$ cat src/rtl/burst_timer_pkg.sv
// Shared types and default sizes for the burst timer: FSM state encoding
// and default counter/burst widths.
package burst_timer_pkg;

    localparam int DEF_WIDTH   = 8;
    localparam int DEF_BURST_W = 4;

    typedef enum logic [1:0] {
        IDLE = 2'd0,
        ARM  = 2'd1,
        RUN  = 2'd2,
        DONE = 2'd3
    } state_e;

endpackage : burst_timer_pkg

$ cat src/rtl/burst_timer_wrap.sv
// Wrap detector and completed-period counter for the burst timer.
// A wrap is the cycle where the upstream counter sits on its terminal value.
module wrap_tracker #(
    parameter int WIDTH   = 8,
    parameter int BURST_W = 4
) (
    input  logic               clock,
    input  logic               reset_n,
    input  logic [WIDTH-1:0]   value,
    input  logic [WIDTH-1:0]   max_q,
    input  logic               enable,
    input  logic               clear,
    output logic               wrap,
    output logic [BURST_W-1:0] count
);

    logic [BURST_W-1:0] count_q;

    assign wrap  = enable && (value == max_q);
    assign count = count_q;

    // Completed-period counter; bounded by the burst length so it never wraps.
    always_ff @(posedge clock) begin
        if (!reset_n) begin
            count_q <= '0;
        end else if (clear) begin
            count_q <= '0;
        end else if (wrap) begin
            count_q <= count_q + {{(BURST_W-1){1'b0}}, 1'b1};
        end else begin
            count_q <= count_q;
        end
    end

endmodule : wrap_tracker

$ cat src/rtl/burst_timer.sv
// Burst timer: runs an external wrap counter for burst_len periods of
// (maxValue+1) cycles, pulsing tick per period and done/aborted at the end.
module burst_timer
    import burst_timer_pkg::*;
#(
    parameter int WIDTH   = DEF_WIDTH,
    parameter int BURST_W = DEF_BURST_W
) (
    input  logic               clock,
    input  logic               reset_n,
    input  logic               start,
    input  logic               abort,
    input  logic [BURST_W-1:0] burst_len,
    input  logic [WIDTH-1:0]   maxValue,
    input  logic [WIDTH-1:0]   value,
    output logic               counter_clear,
    output logic               tick,
    output logic               busy,
    output logic               done,
    output logic               aborted,
    output logic [BURST_W-1:0] wrap_count,
    output logic               err
);

    state_e             state_q, state_d;
    logic [BURST_W-1:0] len_q;
    logic [WIDTH-1:0]   max_q;
    logic               counter_clear_q, tick_q, busy_q, done_q, aborted_q, err_q;
    logic               accept_s, abort_s, track_en_s, wrap_s;
    logic [BURST_W-1:0] count_s;

    // An abort in the detection cycle masks the wrap so it neither ticks nor counts.
    assign track_en_s = (state_q == RUN) && !abort;

    wrap_tracker #(
        .WIDTH   (WIDTH),
        .BURST_W (BURST_W)
    ) u_wrap (
        .clock   (clock),
        .reset_n (reset_n),
        .value   (value),
        .max_q   (max_q),
        .enable  (track_en_s),
        .clear   (accept_s),
        .wrap    (wrap_s),
        .count   (count_s)
    );

    // Next-state logic and one-cycle event qualifiers.
    always_comb begin
        state_d  = state_q;
        accept_s = 1'b0;
        abort_s  = 1'b0;
        case (state_q)
            IDLE: begin
                if (start) begin
                    accept_s = 1'b1;
                    state_d  = (burst_len == '0) ? DONE : ARM;
                end else begin
                    state_d = IDLE;
                end
            end
            ARM: begin
                if (abort) begin
                    abort_s = 1'b1;
                    state_d = IDLE;
                end else begin
                    state_d = RUN;
                end
            end
            RUN: begin
                if (abort) begin
                    abort_s = 1'b1;
                    state_d = IDLE;
                end else if (wrap_s && ((count_s + {{(BURST_W-1){1'b0}}, 1'b1}) == len_q)) begin
                    state_d = DONE;
                end else begin
                    state_d = RUN;
                end
            end
            DONE: begin
                state_d = IDLE;
            end
            default: begin
                state_d = IDLE;
            end
        endcase
    end

    // State, latched burst parameters and registered outputs.
    always_ff @(posedge clock) begin
        if (!reset_n) begin
            state_q         <= IDLE;
            len_q           <= '0;
            max_q           <= '0;
            counter_clear_q <= 1'b1;
            tick_q          <= 1'b0;
            busy_q          <= 1'b0;
            done_q          <= 1'b0;
            aborted_q       <= 1'b0;
            err_q           <= 1'b0;
        end else begin
            state_q         <= state_d;
            counter_clear_q <= (state_d != RUN);
            tick_q          <= wrap_s;
            busy_q          <= (state_d == ARM) || (state_d == RUN);
            done_q          <= (state_d == DONE);
            aborted_q       <= abort_s;
            err_q           <= err_q || ((state_q == RUN) && (value > max_q));
            if (accept_s) begin
                len_q <= burst_len;
                max_q <= maxValue;
            end else begin
                len_q <= len_q;
                max_q <= max_q;
            end
        end
    end

    assign counter_clear = counter_clear_q;
    assign tick          = tick_q;
    assign busy          = busy_q;
    assign done          = done_q;
    assign aborted       = aborted_q;
    assign wrap_count    = count_s;
    assign err           = err_q;

endmodule : burst_timer

$ cat config.mk
export PLATFORM = sky130hd
export DESIGN_NAME = burst_timer
export DESIGN_NICKNAME = d
export VERILOG_FILES = /design/src/rtl/burst_timer_pkg.sv /design/src/rtl/burst_timer_wrap.sv /design/src/rtl/burst_timer.sv
export SDC_FILE = /design/constraint.sdc
export NUM_CORES = 1
export LEC_CHECK = 0
export CAP_MARGIN = 20
export CORE_AREA = 8 8 66 68
export DETAILED_ROUTE_END_ITERATION = 7
export DIE_AREA = 0 0 74 76
export PLACE_DENSITY_LB_ADDON = 0.12
export REMOVE_ABC_BUFFERS = 1
export SLEW_MARGIN = 20
export SYNTH_ARGS = -nofsm -noshare
export SYNTH_HDL_FRONTEND = slang
export SYNTH_HIERARCHICAL = 1
export SYNTH_SLANG_ARGS = --single-unit
$ cat constraint.sdc
create_clock -name clock -period 2.22 [get_ports clock]
set_clock_uncertainty 0.2 [all_clocks]
set_input_delay 0.222 -clock clock [delete_from_list [all_inputs] [get_ports clock]]
set_output_delay 0.222 -clock clock [all_outputs]
set_load 0.02 [all_outputs]
# Word level (Yosys, flattened, before mapping)
# Cells that the tools add are included.
# totals
register_bits,24
input_bits,24
word_cells,43
# classes
n_addsub,1
order_cmp,1
eq_ne,9
n_mux,9
bitwise,1
reduce_logical,12
# op_table
operator,count
2-bit equality test (second input constant),4
8-bit equality test,1
8-bit greater-than comparator,1
2-bit 2-to-1 mux,4
2-bit case mux with 4 select lines,1
4-bit by 1-bit adder with 4-bit output (second input constant),1
2-bit by 1-bit equality test with 1-bit output (second input constant),2
4-bit equality test,1
1-bit logical AND,4
4-bit zero test,1
1-bit 2-to-1 mux,4
2-bit OR reduction,2
2-bit zero test,1
1-bit logical OR,2
2-bit != test (second input constant),1
2-bit AND reduction,1
1-bit zero test,1
1-bit NOT,1

# Longest topological paths before layout
# Gate-level depths: netlist of run 1.
# logic_depth
depth_word,9
ltp_mapped,11
ltp_nobuf,11

# By module
# Netlist of run 1, hierarchy kept.
# modules_own_cells
mod,n_inst,cells_per_inst,area_per_inst_um2
burst_timer,1,124,1066.0
wrap_tracker,1,38,316.6

# Worst setup path after synthesis of run 1
# Ideal clock, no wire load.
# synth_timing
path_type,register to register
start,register max_q[1]
end,"register busy_q, in the netlist busy"
setup_time_ns,0.065
arrival_ns,2.015
t_required_ns,1.955
setup_slack_ns,-0.060
stages_incl_launch_ff,10
n_path_buf,0
period_less_slack_ns,2.280
cell_sequence,dfxtp_1 > xor2_1 > or3_4 > nor3_1 > nor2b_1 > nand4_1 > o31ai_2 > inv_1 > ha_1 > nor2b_1
# synth_between
elab_chain_len,8
word_cells_on_any_way,9
# synth_lines
item,line_no,source
"start, declared",burst_timer.sv:27,logic [WIDTH-1:0] max_q;
"start signal, assigned",burst_timer.sv:112,max_q <= maxValue;
"start signal, assigned",burst_timer.sv:115,max_q <= max_q;
8-bit equality test (*),burst_timer_wrap.sv:19,assign wrap = enable && (value == max_q);
1-bit logical AND (*),burst_timer_wrap.sv:19,
named net wrap_s,burst_timer.sv:29,"logic accept_s, abort_s, track_en_s, wrap_s;"
1-bit logical AND (*),burst_timer.sv:75,"end else if (wrap_s && ((count_s + {{(BURST_W-1){1'b0}}, 1'b1}) == len_q)) begin"
1-bit 2-to-1 mux (*),burst_timer.sv:75,
2-bit 2-to-1 mux (*),burst_timer.sv:72,if (abort) begin
2-bit case mux with 4 select lines (*),burst_timer.sv:54,case (state_q)
named net state_d[0],burst_timer.sv:25,"state_e state_q, state_d;"
2-bit by 1-bit equality test with 1-bit output or 2-bit equality test (tied branches),burst_timer.sv:106,busy_q <= (state_d == ARM) || (state_d == RUN);
1-bit logical OR (*),burst_timer.sv:106,
"end signal, assigned",burst_timer.sv:106,
"end, declared",burst_timer.sv:28,"logic counter_clear_q, tick_q, busy_q, done_q, aborted_q, err_q;"
# Mark *: on every way through the listed nets, which the timed path passes. The rest lies on a longest branch.
# A chain may end at the register's enable or synchronous reset.

# Worst setup path after layout of run 1
# layout_timing
start,input value[2]
end,"register busy_q, in the netlist busy"
# layout_between
elab_chain_len,8
word_cells_on_any_way,9
# layout_lines
item,line_no,source
"start, declared",burst_timer.sv:15,"input logic [WIDTH-1:0] value,"
8-bit equality test (*),burst_timer_wrap.sv:19,
1-bit logical AND (*),burst_timer_wrap.sv:19,
named net wrap_s,burst_timer.sv:29,
1-bit logical AND (*),burst_timer.sv:75,
1-bit 2-to-1 mux (*),burst_timer.sv:75,
2-bit 2-to-1 mux (*),burst_timer.sv:72,
2-bit case mux with 4 select lines (*),burst_timer.sv:54,
named net state_d[0],burst_timer.sv:25,
2-bit by 1-bit equality test with 1-bit output or 2-bit equality test (tied branches),burst_timer.sv:106,
1-bit logical OR (*),burst_timer.sv:106,
# Marks and branches as above.

==> results of run 1 <==
[cell families after synthesis]
family	count (synthesis)
AO/OA/AOI/OAI	26
XOR/XNOR	14
adder cells (fa/ha/maj)	16
buffers and inverters	18
flip-flops	24
multiplexers	2
AND/OR/NAND/NOR	62
[power by group through the flow]
stage / registers, mW / logic, mW / clock network (mW)
finish: 0.461 / 0.210 / 0.235
global route: 0.463 / 0.235 / 0.260
CTS: 0.460 / 0.205 / 0.245
detailed placement: 0.470 / 0.196 / 0
global placement: 0.469 / 0.190 / 0
floorplan: 0.471 / 0.0891 / 0
[path summary, 6_finish.rpt]
path	cells past startpoint	to	slack (ps)
setup / recovery	10	busy	-100
setup reg to reg	9	busy	-90
hold reg to reg	2	len_q[3]	280
hold / removal	3	max_q[7]	240
[worst min-delay path, stage by stage]
cell             delay, ps
clkdlybuf4s50_1        400
nand2_1                 50
a21boi_0                60
[timing repair]
item                                    4_1_cts  5_1_grt
hold endpoints to repair                      0        0
endpoints found under the setup margin        4        4
setup buffers                                 2        2
gates resized for setup                       9        8
pin swaps                                     5        2
[flip-flops by register name (all words and copies together), names as in the netlist]
register       flops
tick               1
len_q              4
done               1
counter_clear      1
err                1
aborted            1
max_q              8
state_q            2
busy               1
u_wrap/count       4
[cell usage after synthesis]
master	instances	area share [%]
nand2_1	29	7.9
dfxtp_1	24	35
ha_1	16	14
inv_1	14	3.8
a21boi_0	12	6.5
xnor2_1	9	5.7
a21oi_1	6	2.2
nand4_1	6	2.7
and2_1	5	2.3
nor2_1	5	1.4
xor2_1	5	3.2
nor2b_1	4	1.8
clkbuf_1	3	0.81
nand3_1	3	1.1
o31ai_1	3	1.6
mux2_2	2	1.6
nand2b_1	2	0.90
nor3_1	2	0.72
nor4_1	2	0.90
o21ai_0	2	0.72
and3_1	1	0.45
and4_1	1	0.63
buf_2	1	0.36
o211ai_1	1	0.54
o311a_1	1	0.72
o31ai_2	1	0.90
or3_4	1	0.81
or4_1	1	0.54
[placed cells by master (no fill, tap or decap), types with 3 or more instances in the layout]
master,n
xnor2_1,7
clkbuf_4,3
nand4_1,6
inv_1,13
buf_4,23
nor2_1,5
ha_1,13
dfxtp_1,21
dfxtp_2,3
and2_1,5
a21boi_0,12
nor2b_1,3
a21oi_1,6
nand2_1,28
clkdlybuf4s50_1,33
o31ai_1,3
xor2_1,5
nand3_1,3
[final cells by class]
cell class,count,area [µm²]
Sequential cell,24,484
Fill cell,340,1400
Timing Repair Buffer,56,503
Tap cell,48,60.1
Inverter,14,52.6
Clock buffer,4,36.3
Multi-Input combinational cell,120,903
[metal layers]
metal	vias up	GRT usage, %	part of all wire [%]
met3	2	3.42	3.7
li1	662	-	-
met2	17	21.3	52
met1	601	14.5	44
met4	0	3.60	0.61
met5	-	0	0
==> summary.txt, run 1 <==
Worst setup path
  • Largest delay share family, worst path: simple AND/OR/NAND/NOR gates
  • Crit. End Element: register
  • CP arrival: 2350 ps
  • Worst Setup Path Type: in2reg
  • Most common cell on crit path: nor2b_1
  • Critical path fanouts, max: 2
  • Crit path largest cell delay: 440 ps
  • CP max-delay cell: clkdlybuf4s50_1
  • Worst Setup Start Kind: input pin
  • Worst endpoint required time: 2250 ps
  • Critical path launch point: value[2]
  • R2R Path Start: max_q[2]
  • CP bufs+invs: 2
  • Cells along the critical path: clkdlybuf4s50_1 -> xor2_1 -> or3_4 -> nor3_4 -> nor2b_1 -> nand4_1 -> o31ai_2 -> inv_1 -> ha_4 -> nor2b_1

Final layout
  • Final cell count without fillers: 266
  • Area Overhead vs Synth: 47.5%
  • Finished Cell Area: 0.00204 mm²
  • Share of cells above drive strength 1: 20.2%
  • Final core utilization: 59.3%
  • Layout Nets: 259
  • # diodes: 0

Clocking
  • Clock Latency Late Sink: 320 ps
  • TritonCTS Buffers: 3
  • TritonCTS clock tree: built
  • Clock Tree Buf Depth: 2
  • CTS clock-pin slew for the worst setup and hold paths: 140 ps
  • Clk root buf: clkbuf_4
  • Clock sinks: 24
  • Hold_buf cts: 0
  • Max H-tree Level: 1

Synth
  • Distinct cells, synth: 28
  • Adder-Cell Fraction of Synth Area: 14.5%
  • FF+latch count, synth: 24
  • Ys Warns: 6
  • XOR/XNOR share of the synthesized area: 8.87%
  • Multiplexer share of the synthesized area: 1.63%
  • Synth Area in Simple Gates: 22.1%
  • Synth Instances: 162
  • Syn Area/Cell: 8.53 µm²
  • Cell Area, Synth: 0.00138 mm²
  • Sequential share of the synthesized area: 34.8%
  • Main combinational cell family by area after synthesis: simple AND/OR/NAND/NOR gates
  • Synth Area in Compound Gates: 13.2%

Floorplan
  • # IOs: 34
  • FP Rows: 22
  • Die Height: 76 µm
  • Initial core utilization: 40.2%
  • Die Footprint: 0.00562 mm²
  • Die width: 74 µm
  • Core ar.: 0.00344 mm²

Route
  • Initial DRC count: 35
  • DRC Markers: 0
  • Antenna-violating nets left: 0
  • Post-Route WL: 3460 µm
  • Vias: 1282
  • Drt pass-1 iters: 4
  • Vias per inst: 4.82
  • DR WL/cell: 13.0 µm

Place
  • IO buf count: 33
  • Final HPWL DP: 2600 µm
  • Placed inst area: 0.00190 mm²
  • Dpl cells: 258
  • Routability cong.: 0.855
  • Pre-CTS setup slack: -585 ps

Power
  • Combinational cell fraction of total power: 23.2%
  • Clock group share of total power: 25.9%
  • Psw: 0.244 mW
  • Worst vdd ir: 207 µV
  • Static leakage: 0.840 nW
  • Design Power: 0.907 mW
  • Int Power: 0.663 mW
  • Sw Share: 26.9%
  • Sequential share of power: 50.9%
  • PD cells: 445 mW/mm²

Run status
  • Failing checks: setup timing
  • Outcome: complete, but fails checks

Timing
  • Setup Total Neg Slack: -116 ps
  • Worst rel slew slack: 46.7%
  • Worst hold margin: 244 ps
  • Slew @ Worst Pin: 792 ps
  • Final Cycle Share: 104%
  • Fin crit period: 2320 ps
  • Final hold violation count: 0
  • Unrepaired setup endpoints after global routing: yes
  • Fmax achieved: 431 MHz
  • PnR worst setup slack: -98.6 ps
  • Setup-failing EPs final: 2
  • Slew Limit Fails: 0

Global route
  • Vias in the first global route: 1281
  • Global-route wire length before repair: 5690 µm
  • GRT Util Overall: 12.5%
  • GRT overflow: 0
  • Largest net degree at the start of global routing: 21
  • Initial antenna violation count: 0

Flow run
  • Max Cap Viol: 0

Worst hold path
  • Hold Crit Class: in2reg
  • Hold_sp: maxValue[7]
Note: power is estimated with default switching activity, not from simulation.
==> run 2: changes to the inputs <==
HOLD_SLACK_MARGIN = 0.1   (was default)
clock period = 2.7 ns   (was 2.22 ns; I/O delays follow)
==> run 2 against run 1 <==
Compared with the run above:
- the run now ends clean
- first-iteration DRC count grew 110%
- register-to-register slack better by 340 ps
- die area is the same
- critical path depth unchanged
- wire length down 12%
- flip-flop and latch count did not move
- largest power group unchanged
==> summary.txt, run 2 (synthesis gave the netlist of run 1 again) <==
Route
  • Drt pass-1 iters: 4 (unchanged)
  • Initial DRC count: 73 (+110%)
  • DR WL/cell: 12.1 µm (-6.7%)
  • DRC Markers: 0 (unchanged)
  • Antenna-violating nets left: 0 (unchanged)
  • Post-Route WL: 3060 µm (-12%)
  • Vias per inst: 4.73 (-1.9%)
  • Vias: 1192 (-7.0%)

Final layout
  • Area Overhead vs Synth: 34.3%
  • Finished Cell Area: 0.00186 mm² (-9.0%)
  • Max FFs per register: 8 (unchanged)
  • Fillers: 340 (unchanged)
  • Share of cells above drive strength 1: 8.82% (-11 points)
  • Leading cell types in the layout, fill and taps excluded: clkdlybuf4s50_1, nand2_1, dfxtp_1
  • Layout Nets: 246 (-5.0%)
  • # diodes: 0 (unchanged)
  • Most common cell after layout, fill and taps aside: clkdlybuf4s50_1
  • Most flops, register: max_q

Clocking
  • Clock Latency Late Sink: 310 ps (about the same)
  • Hold_buf cts: 0 (unchanged)
  • TritonCTS clock tree: built
  • Clock sinks: 24 (unchanged)
  • Number of post-CTS setup repair buffers: 0 (-2)
  • TritonCTS Buffers: 3 (unchanged)
  • CTS resizes: 0 (-9)
  • Clk root buf: clkbuf_4
  • CTS clock-pin slew for the worst setup and hold paths: 130 ps (about the same)
  • Clock Tree Buf Depth: 2 (unchanged)
  • Max H-tree Level: 1 (unchanged)

Global route
  • GRT Util Overall: 11.7% (-0.84 points)
  • Vias in the first global route: 1207 (-5.8%)
  • Initial antenna violation count: 0 (unchanged)
  • Largest net degree at the start of global routing: 13 (-38%)
  • Global-route wire length before repair: 5350 µm (-6.1%)
  • GRT overflow: 0 (unchanged)

Timing
  • Unrepaired setup endpoints after global routing: no
  • Setup-failing EPs final: 0 (-2)
  • Fin crit period: 2480 ps
  • Final Cycle Share: 91.7%
  • Slew @ Worst Pin: 412 ps (-380 ps)
  • Final hold violation count: 0 (unchanged)
  • Fmax achieved: 404 MHz
  • Slew Limit Fails: 0 (unchanged)
  • Worst rel slew slack: 72.3% (+26 points)
  • Setup Total Neg Slack: 0 ps (+116 ps)

Place
  • Final HPWL DP: 2510 µm (-3.3%)
  • Placed inst area: 0.00183 mm² (-3.6%)
  • IO buf count: 33 (unchanged)
  • Routability cong.: 0.848 (-0.83%)

Worst setup path
  • Worst Setup Path Type: in2reg
  • CP arrival: 2530 ps (+180 ps)
  • Critical path fanouts, max: 2 (unchanged)
  • Crit. End Element: register
  • Worst endpoint required time: 2760 ps (+510 ps)
  • Worst Setup Start Kind: input pin

Floorplan
  • Die Footprint: 0.00562 mm² (unchanged)
  • Die Height: 76 µm (unchanged)
  • # IOs: 34 (unchanged)
  • Initial core utilization: 40.2% (unchanged)
  • FP Rows: 22 (unchanged)
  • Die width: 74 µm (unchanged)
  • Core ar.: 0.00344 mm² (unchanged)

Power
  • Static leakage: 0.745 nW (-11%)
  • PD cells: 368 mW/mm² (-17%)
  • Worst vdd ir: 399 µV (+93%)

Run status
  • Outcome: finished clean

Worst hold path
  • Hold Crit Class: reg2reg

Flow run
  • Max Cap Viol: 0 (unchanged)
-- run 2: cell types whose count changed in the layout (fill, tap and decap cells not counted), moves of 2 or more --
| cell | delta |
|---|---|
| buf_4 | -13 |
| dfxtp_1 | +3 |
| dfxtp_2 | -3 |
| ha_1 | +3 |
| ha_4 | -2 |
| xnor2_1 | +2 |
| xnor2_2 | -2 |
-- run 2: path summary, 6_finish.rpt --
kind         startpoint       end  slack, ps  cells after the start
max            value[1]      busy        220                     10
min            len_q[3]  len_q[3]        290                      2
max reg2reg    max_q[1]      busy        250                      9
min reg2reg    len_q[3]  len_q[3]        290                      2
-- run 2: through the flow --
stage	instances	worst slack (ps)	total power, mW	util [%]	hold WS (ps)
after global placement	249	-67.9	0.535	53.2	272
after floorplan	158	420	0.460	-	139
after global routing	252	49.8	0.736	54.0	302
final	252	224	0.684	54.0	285
after detailed placement	249	-97.4	0.539	53.2	271
after CTS	252	207	0.695	53.9	289
-- run 2: power by group --
group	internal, mW	switching, mW	leakage, nW
clock	0.0522	0.102	0.0138
combinational	0.0822	0.0689	0.536
sequential	0.368	0.0102	0.196
-- run 2: final cells by class --
class | count | area [µm²] | share of cell area, %
clock buffers | 3 | 22.5 | 1.21
inverters | 14 | 52.6 | 2.83
multi-input cells | 120 | 836 | 45.0
flip-flops and latches | 24 | 480 | 25.9
well taps | 48 | 60.1 | 3.23
repair buffers | 43 | 405 | 21.8
-- run 2: worst max-delay path, stage by stage --
cell	delay, ps
clkdlybuf4s50_1	430
xor2_1	170
or3_4	400
nor3_1	240
nor2b_1	160
nand4_1	110
o31ai_2	290
inv_1	70
ha_1	290
nor2b_1	110
-- run 2: per-layer routing --
layer	share of wire, %	GRT usage (%)	vias to the layer above
met3	4.3	3.68	2
met5	0	0	-
met1	47	14.9	536
met4	0.59	1.20	0
li1	-	-	628
met2	48	18.8	26
